==> src/rtl/ecc_pkg.sv <==
// Shared GF(2^7) point-multiplier definitions: field/point widths, generator, infinity encoding, FSM states.
// Points are packed {y, x} with x in the lower M bits.
package ecc_pkg;

  localparam int M  = 7;
  localparam int PW = 2 * M;

  localparam logic [PW-1:0] G       = 14'b11101111000001;
  localparam logic [PW-1:0] INF     = '0;
  localparam logic [7:0]    TIMEOUT = 8'd255;

  typedef enum logic [2:0] {
    IDLE,
    START1,
    DROP1,
    WAIT1,
    START2,
    DROP2,
    WAIT2,
    FIN
  } state_e;

  function automatic logic [M-1:0] point_x(input logic [PW-1:0] p);
    return p[M-1:0];
  endfunction

  function automatic logic [M-1:0] point_y(input logic [PW-1:0] p);
    return p[PW-1:M];
  endfunction

endpackage

==> src/rtl/ecdh_sequencer_if.sv <==
// Host request/response and point-multiplier start/done signals of the ECDH sequencer.
// slave is the sequencer's view; master is the host plus multiplier side.
interface ecdh_sequencer_if;
  import ecc_pkg::*;

  logic          req;
  logic [M-1:0]  priv_key;
  logic [PW-1:0] peer_point;
  logic          busy;
  logic [PW-1:0] pub_key;
  logic [PW-1:0] shared;
  logic          valid;
  logic          err;
  logic [PW-1:0] pm_point;
  logic [M-1:0]  pm_scalar;
  logic          pm_start;
  logic [PW-1:0] pm_result;
  logic          pm_done;

  modport slave (
    input  req, priv_key, peer_point, pm_result, pm_done,
    output busy, pub_key, shared, valid, err, pm_point, pm_scalar, pm_start
  );

  modport master (
    output req, priv_key, peer_point, pm_result, pm_done,
    input  busy, pub_key, shared, valid, err, pm_point, pm_scalar, pm_start
  );

endinterface

==> src/rtl/ecdh_sequencer.sv <==
// ECDH initiator: runs k*G then k*P on the point multiplier, with input checks, watchdog and result check.
// All outputs registered; valid ~2*(L+2)+1 cycles after req; req while busy is dropped, never queued.
module ecdh_sequencer
  import ecc_pkg::*;
(
  input  logic           clk,
  input  logic           rst,
  ecdh_sequencer_if.slave bus
);

  state_e        state_q, state_d;
  logic [PW-1:0] p_q, p_d;
  logic          p_inf_q, p_inf_d;
  logic [7:0]    wdog_q, wdog_d;
  logic          busy_q, busy_d;
  logic          valid_q, valid_d;
  logic          err_q, err_d;
  logic          start_q, start_d;
  logic [PW-1:0] pub_q, pub_d;
  logic [PW-1:0] shared_q, shared_d;
  logic [PW-1:0] pt_q, pt_d;
  logic [M-1:0]  sc_q, sc_d;
  logic          expired;
  logic          peer_inf;

  // Counter value that would reach TIMEOUT on this increment.
  assign expired  = (wdog_q == TIMEOUT - 8'd1);
  assign peer_inf = (point_x(bus.peer_point) == '0) && (point_y(bus.peer_point) == '0);

  always_comb begin
    state_d  = state_q;
    p_d      = p_q;
    p_inf_d  = p_inf_q;
    wdog_d   = wdog_q;
    busy_d   = busy_q;
    valid_d  = 1'b0;
    err_d    = err_q;
    start_d  = 1'b0;
    pub_d    = pub_q;
    shared_d = shared_q;
    pt_d     = pt_q;
    sc_d     = sc_q;

    case (state_q)
      IDLE: begin
        if (bus.req) begin
          p_d      = bus.peer_point;
          p_inf_d  = peer_inf;
          busy_d   = 1'b1;
          err_d    = 1'b0;
          pub_d    = INF;
          shared_d = INF;
          if (bus.priv_key == '0) begin
            err_d   = 1'b1;
            state_d = FIN;
          end else begin
            start_d = 1'b1;
            pt_d    = G;
            sc_d    = bus.priv_key;
            state_d = START1;
          end
        end
      end

      START1, START2: begin
        wdog_d  = '0;
        state_d = (state_q == START1) ? DROP1 : DROP2;
      end

      // A done still high from the previous operation must fall before WAIT trusts it.
      DROP1, DROP2: begin
        wdog_d = wdog_q + 8'd1;
        if (!bus.pm_done) begin
          state_d = (state_q == DROP1) ? WAIT1 : WAIT2;
        end else if (expired) begin
          err_d   = 1'b1;
          state_d = FIN;
          if (state_q == DROP1) pub_d = INF;
          else                  shared_d = INF;
        end
      end

      WAIT1: begin
        wdog_d = wdog_q + 8'd1;
        if (bus.pm_done) begin
          pub_d = bus.pm_result;
          if (p_inf_q) begin
            err_d   = 1'b1;
            state_d = FIN;
          end else begin
            start_d = 1'b1;
            pt_d    = p_q;
            state_d = START2;
          end
        end else if (expired) begin
          pub_d   = INF;
          err_d   = 1'b1;
          state_d = FIN;
        end
      end

      WAIT2: begin
        wdog_d = wdog_q + 8'd1;
        if (bus.pm_done) begin
          shared_d = bus.pm_result;
          if (bus.pm_result == INF) err_d = 1'b1;
          state_d = FIN;
        end else if (expired) begin
          shared_d = INF;
          err_d    = 1'b1;
          state_d  = FIN;
        end
      end

      FIN: begin
        valid_d = 1'b1;
        busy_d  = 1'b0;
        state_d = IDLE;
      end

      default: state_d = IDLE;
    endcase
  end

  always_ff @(posedge clk or posedge rst) begin
    if (rst) begin
      state_q  <= IDLE;
      p_q      <= '0;
      p_inf_q  <= 1'b0;
      wdog_q   <= '0;
      busy_q   <= 1'b0;
      valid_q  <= 1'b0;
      err_q    <= 1'b0;
      start_q  <= 1'b0;
      pub_q    <= '0;
      shared_q <= '0;
      pt_q     <= '0;
      sc_q     <= '0;
    end else begin
      state_q  <= state_d;
      p_q      <= p_d;
      p_inf_q  <= p_inf_d;
      wdog_q   <= wdog_d;
      busy_q   <= busy_d;
      valid_q  <= valid_d;
      err_q    <= err_d;
      start_q  <= start_d;
      pub_q    <= pub_d;
      shared_q <= shared_d;
      pt_q     <= pt_d;
      sc_q     <= sc_d;
    end
  end

  assign bus.busy      = busy_q;
  assign bus.valid     = valid_q;
  assign bus.err       = err_q;
  assign bus.pub_key   = pub_q;
  assign bus.shared    = shared_q;
  assign bus.pm_start  = start_q;
  assign bus.pm_point  = pt_q;
  assign bus.pm_scalar = sc_q;

endmodule
==> src/flat_wrapper.sv <==
// flat-port wrapper written by rule: the top's interface ports become plain ports
module ecdh_sequencer_flat import ecc_pkg::*;
  (clk, rst, bus_req, bus_priv_key, bus_peer_point, bus_pm_result, bus_pm_done, bus_busy, bus_pub_key, bus_shared, bus_valid, bus_err, bus_pm_point, bus_pm_scalar, bus_pm_start);
  ecdh_sequencer_if bus_i ();
  input  logic clk;
  input  logic rst;
  input wire logic [$bits(bus_i.req)-1:0] bus_req;
  input wire logic [$bits(bus_i.priv_key)-1:0] bus_priv_key;
  input wire logic [$bits(bus_i.peer_point)-1:0] bus_peer_point;
  input wire logic [$bits(bus_i.pm_result)-1:0] bus_pm_result;
  input wire logic [$bits(bus_i.pm_done)-1:0] bus_pm_done;
  output wire logic [$bits(bus_i.busy)-1:0] bus_busy;
  output wire logic [$bits(bus_i.pub_key)-1:0] bus_pub_key;
  output wire logic [$bits(bus_i.shared)-1:0] bus_shared;
  output wire logic [$bits(bus_i.valid)-1:0] bus_valid;
  output wire logic [$bits(bus_i.err)-1:0] bus_err;
  output wire logic [$bits(bus_i.pm_point)-1:0] bus_pm_point;
  output wire logic [$bits(bus_i.pm_scalar)-1:0] bus_pm_scalar;
  output wire logic [$bits(bus_i.pm_start)-1:0] bus_pm_start;
  assign bus_i.req = bus_req;
  assign bus_i.priv_key = bus_priv_key;
  assign bus_i.peer_point = bus_peer_point;
  assign bus_i.pm_result = bus_pm_result;
  assign bus_i.pm_done = bus_pm_done;
  assign bus_busy = bus_i.busy;
  assign bus_pub_key = bus_i.pub_key;
  assign bus_shared = bus_i.shared;
  assign bus_valid = bus_i.valid;
  assign bus_err = bus_i.err;
  assign bus_pm_point = bus_i.pm_point;
  assign bus_pm_scalar = bus_i.pm_scalar;
  assign bus_pm_start = bus_i.pm_start;
  ecdh_sequencer u_core (.clk(clk), .rst(rst), .bus(bus_i));
endmodule
==> config.mk <==
export PLATFORM = sky130hd
export DESIGN_NAME = ecdh_sequencer_flat
export DESIGN_NICKNAME = d
export VERILOG_FILES = /design/src/rtl/ecc_pkg.sv /design/src/rtl/ecdh_sequencer_if.sv /design/src/rtl/ecdh_sequencer.sv /design/src/flat_wrapper.sv
export SDC_FILE = /design/constraint.sdc
export NUM_CORES = 1
export LEC_CHECK = 0
export BUFFER_PORTS_ARGS = -buffer_cell sky130_fd_sc_hd__clkbuf_2
export CAP_MARGIN = 20
export CORE_UTILIZATION = 40
export DETAILED_ROUTE_END_ITERATION = 8
export PLACE_DENSITY = 0.65
export SLEW_MARGIN = 20
export SYNTH_ARGS = -nofsm -noshare
export SYNTH_HDL_FRONTEND = slang
export SYNTH_SLANG_ARGS = --single-unit
==> constraint.sdc <==
create_clock -name clk -period 2.5 [get_ports clk]
set_input_delay 0.5 -clock clk [delete_from_list [all_inputs] [get_ports clk]]
set_output_delay 0.5 -clock clk [all_outputs]
set_load 0.01 [all_outputs]
; Word level (Yosys, flattened, before mapping)
; Index checks and enable logic that the tools add are counted.
[word_totals]
reg_bits = 79
inputBits = 39
out_inout_bits = 53
word_cells = 100
[op_classes]
addsub = 1
eq_ne = 20
muxes = 44
bitwise = 1
reduce_logical = 22
[op_table]
columns = operator, n
row1 = two-way mux 14 bit, 13
row2 = one-hot mux 14 bit (3 select lines), 2
row3 = one-hot mux 14 bit (2 select lines), 1
row4 = two-way mux 3 bit, 8
row5 = zero test 7 bit, 3
row6 = one-hot mux 3 bit (6 select lines), 1
row7 = one-hot mux 8 bit (2 select lines), 1
row8 = zero test 14 bit, 1
row9 = two-way mux 1 bit, 14
row10 = equality test 3 bit (second input constant), 4
row11 = != test 2 bit (second input constant), 6
row12 = != test 3 x 2 -> 1 bit (second input constant), 4
row13 = AND reduction 6 bit, 2
row14 = AND reduction 5 bit, 2
row15 = adder 8 x 1 -> 8 bit (second input constant), 1
row16 = equality test 8 bit (second input constant), 1
row17 = equality test 3 x 2 -> 1 bit (second input constant), 2
row18 = nonzero test 2 bit, 3
row19 = nonzero test 3 bit, 2
row20 = != test 2 x 1 -> 1 bit (second input constant), 2
row21 = one-hot mux 1 bit (2 select lines), 2
row22 = one-hot mux 1 bit (4 select lines), 1
row23 = AND reduction 2 bit, 2
row24 = nonzero test 4 bit, 1
row25 = 8 further kinds, 9

; Logic depth before layout (Yosys ltp)
[depth]
word_depth = 5
mapped_depth = 8

; Worst setup path before layout
; OpenSTA, ideal clock, no wires.
[synth_path]
path_type = input-to-reg
start = in bus_priv_key[3]
end = reg u_core.pt_q[0], in the netlist u_core.bus.pm_point[0]
setup_time_ps = 125
arrival_ps = 1912
required_ps = 2375
setup_slack_ps = 463
cell_stages = 6
n_path_buf = 2
path_cell_list = or4_4 > nor4_4 > a221o_1 > buf_6 > buf_12 > mux2_4
[synth_via]
elab_chain_cells = 3
[synth_rtl]
columns = element, line_no
row1 = start: declaration, flat_wrapper.sv:8  ; input wire logic [$bits(bus_i.priv_key)-1:0] bus_priv_key;
row2 = zero test 7 bit, ecdh_sequencer.sv:53  ; if (bus.priv_key == '0) begin
row3 = != test 2 bit (no line), -
row4 = AND reduction 5 bit (no line), -
row5 = end signal: assignment, ecdh_sequencer.sv:150  ; pt_q <= pt_d;
row6 = end: declaration, ecdh_sequencer.sv:21  ; logic [PW-1:0] pt_q, pt_d;
; Every way passes these cells.
; A chain may end at the register's enable or synchronous reset.

; Worst setup path in the final report
[layout_path]
start = reg u_core.wdog_q[0]
end = reg u_core.shared_q[9], in the netlist u_core.bus.shared[9]
[layout_via]
elab_chain_cells = 3
[layout_rtl]
columns = element, line_no
row1 = start: declaration, ecdh_sequencer.sv:14  ; logic [7:0] wdog_q, wdog_d;
row2 = start signal: assignment, ecdh_sequencer.sv:143  ; wdog_q <= wdog_d;
row3 = equality test 8 bit *, ecdh_sequencer.sv:27  ; assign expired = (wdog_q == TIMEOUT - 8'd1);
row4 = != test 3 x 2 -> 1 bit (no line) / != test 2 x 1 -> 1 bit (equally long branches), -
row5 = AND reduction 6 bit (no line) *, -
row6 = end signal: assignment, ecdh_sequencer.sv:149  ; shared_q <= shared_d;
row7 = end: declaration, ecdh_sequencer.sv:20  ; logic [PW-1:0] shared_q, shared_d;
; Mark *: on every way between the ends. The rest lies on a longest branch, timed or not.

==> flow_metrics.env <==
export IMPL_synth_ff_type="dfrtp_1"
export IMPL_rsz0062_at_grt="no"
export IMPL_syn_inst=349
export IMPL_clockRootBuffer="clkbuf_8"
export IMPL_synth_seq_cells=79
export IMPL_cts_tree="done"
export IMPL_setup_viol=0
export IMPL_dieArea_sq_mm=0.00976
export IMPL_setup_tns_final_ns=0
export IMPL_maxCapViolations=0
export IMPL_first_pass_iters=4
export IMPL_die_h_microns=98.8
export IMPL_rr_worst_depth=6
export IMPL_synth_cell_type_count=48
export IMPL_min_path_type="in2async"
export IMPL_start_util_pct=42.1
export IMPL_final_nets=478
export IMPL_end_kind="flop"
export IMPL_grt_max_degree=35
export IMPL_status="finished, final reports clean"
export IMPL_avgViaCountPerCell=5.51
export IMPL_cts_made_buffers=9
export IMPL_vdd_drop_max_uv=577
export IMPL_slew_viol_final=0
export IMPL_die_w_microns=98.8
export IMPL_avgSynthCellArea_sq_um=10.7
export IMPL_synth_area_leaders="dfrtp_1 53%, mux2_2 7.5%, nand2_1 4.8%"
export IMPL_hpwl_mm=6.29
export IMPL_drtIter0Drc=145
export IMPL_fin_crit_ns=2.24
export IMPL_syn_area_sq_mm=0.00375
export IMPL_grt_pass1_vias=2953
export IMPL_antenna_found_initial=0
export IMPL_comb_power_share_pct=41.2
export IMPL_core_area_sq_mm=0.00889
export IMPL_worstReg2RegEnd="u_core.bus.shared[9]"
export IMPL_grt_util_all_layers_pct=18.6
export IMPL_gp_congestion=0.795
export IMPL_ys_seq_area_share_pct=52.8
export IMPL_clkPwrFrac_pct=19.3
export IMPL_p_per_area_mw_per_mm2=1280
export IMPL_relSlewSlack_pct=33.5
export IMPL_rows=34
export IMPL_cts_resized=0
export IMPL_io_pins=92
export IMPL_diodes=0
export IMPL_seqPwrFrac_pct=39.5
export IMPL_cts_sinks=79
export IMPL_drtAntennaViolNets=0
export IMPL_grt_pass1_wl_mm=14.5
export IMPL_post_cts_buffers=0
export IMPL_synth_edff_count=0
export IMPL_r2r_slack_ns=0.26
export IMPL_ctsLongestPathBuffers=2
export IMPL_final_cells=549
export IMPL_h_tree_depth=3
export IMPL_p_int_mw=3.65
export IMPL_worst_slew_pin_slew_ns=0.997
export IMPL_synth_top_area_share_pct=52.8
export IMPL_finish_utilization_pct=51.2
export IMPL_cp_start_kind="flop"
export IMPL_required_ns=2.67
export IMPL_hold_violations=0
export IMPL_grt_overflow=0
export IMPL_route_detailed_drc=0
export IMPL_placed_cells=533
export IMPL_syn_num_nets=390
export IMPL_skew_ns=0.0135
export IMPL_post_route_period_util_pct=89.5
export IMPL_drive_gt1_share_pct=34.5
export IMPL_synth_warnings=0
export IMPL_ys_async_sr_fraction_pct=100
export IMPL_fmax_mhz=447
export IMPL_clk_pin_slew_ns=0.09
export IMPL_switching_power_mw=2.19
export IMPL_p_leak_nw=2.11
export IMPL_crit_fanout=14
export IMPL_totalWireLength_mm=8.63
export IMPL_switching_share_pct=37.5
export IMPL_worstPathArrival_ns=2.41
export IMPL_critPathKind="reg2reg"
export IMPL_yosysTopAreaCell="dfrtp_1"
export IMPL_wl_per_cell_microns=15.7
export IMPL_vias=3026
export IMPL_cts_hold_buf=0
export IMPL_clk_latency_ns=0.34
export IMPL_r2r_start="u_core.wdog_q[0]"
export IMPL_numPortBuffers=91
export IMPL_area_growth_pct=21.4
## cell usage in the layout, fill, tap and decap left out, types with 4 or more instances in the layout
cell type and n:
clkbuf_2 91, a22o_1 15, dfrtp_1 79, nand3_1 21
inv_1 16, mux2i_1 9, o211ai_1 15, or3_1 8
clkbuf_8 9, a21oi_1 15, nor2b_1 4, nor4_1 5
buf_4 9, nand2_1 48, nor3_1 4, mux2_2 25
o21ai_0 10, nor2_1 7
## critical path: stages, from the launching register on
cell and delay, ns:
dfrtp_1 0.42, inv_1 0.11, ha_1 0.17, and4_1 0.25
nand2_1 0.10, a221oi_2 0.81, o211ai_1 0.21
## cell usage after synthesis (2+ instances only)
cell type / instances
nand2b_1: 3
a21oi_1: 15
a221o_1: 2
clkbuf_1: 9
o22ai_1: 3
nor3_1: 4
nand4_1: 3
nor2b_1: 4
nand3_1: 21
or3_1: 8
and3_1: 3
dfrtp_1: 79
nand2_1: 48
mux2i_1: 9
mux2_2: 25
buf_6: 2
o211ai_1: 15
nor4_1: 5
o21ai_0: 10
mux2_4: 3
nor2_1: 7
ha_1: 2
inv_1: 17
or4_1: 2
a22o_1: 15
buf_2: 12
xnor2_1: 2
## routing by layer
layer  GRT usage [%]  wire (microns)  share of wire, %  up-vias
li1                -               -                 -     1426
met4            5.51              72              0.83        0
met1            25.9            4090                47     1506
met2            29.6            4050                47       86
met5               0               0                 0        -
met3            3.76             412               4.8        8
## registers in the layout (all words and copies together), names as in the netlist
name and count:
u_core.bus.pm_point 14, u_core.bus.pub_key 14, u_core.bus.shared 14, u_core.p_q 14
u_core.wdog_q 8, u_core.bus.pm_scalar 7, u_core.state_q 3, u_core.bus.busy 1
u_core.bus.err 1, u_core.bus.pm_start 1, u_core.bus.valid 1, u_core.p_inf_q 1
## power by group through the flow
stage	Clock (mW)	Combinational [mW]	Sequential (mW)
3_3_place_gp	0	2.35	2.30
5_1_grt	1.20	2.69	2.40
2_1_floorplan	0	1.53	2.38
3_5_place_dp	0	2.43	2.32
4_1_cts	1.14	2.43	2.31
6_report	1.13	2.41	2.31
## how the worst max path moves through the flow
stage                                start                endpoint  cells after the start
after global routing      u_core.wdog_q[0]   u_core.bus.shared[10]                      6
after global placement    u_core.wdog_q[0]    u_core.bus.shared[2]                      6
after floorplan            bus_priv_key[3]  u_core.bus.pm_point[0]                      6
after detailed placement  u_core.wdog_q[0]   u_core.bus.shared[12]                      6
final                     u_core.wdog_q[0]    u_core.bus.shared[9]                      6
after CTS                 u_core.wdog_q[0]    u_core.bus.shared[9]                      6
## cell families after synthesis
kind of cell | Yosys count | synth area share [%]
AOI/OAI and AO/OA | 71 | 13.8
and+or+nand+nor | 115 | 15.5
buffers and inverters | 42 | 5.44
DFF | 79 | 52.8
adders and majority gates | 2 | 0.668
muxes | 37 | 11.1
xor gates and xnor gates | 3 | 0.702
## layout make-up
class | instances | area (sq um)
fillers | 820 | 4340
clock inverters | 5 | 106
clock buffers | 10 | 128
inverters | 17 | 67.6
multi-input cells | 228 | 1570
well taps | 108 | 135
flip-flops and latches | 79 | 1980
repair buffers | 102 | 563
## metrics by stage
stage | setup WS, ns | total power [mW] | hold WS, ns | instance area (sq um)
after global routing | 0.0361 | 6.28 | 0.250 | 4550
final | 0.263 | 5.84 | 0.208 | 4550
after global placement | 0.319 | 4.64 | 0.481 | 4310
after CTS | 0.249 | 5.88 | 0.218 | 4540
after floorplan | 0.463 | 3.91 | 0.474 | 3750
after detailed placement | 0.274 | 4.75 | 0.484 | 4310
Power figures use the tool's default switching activity.
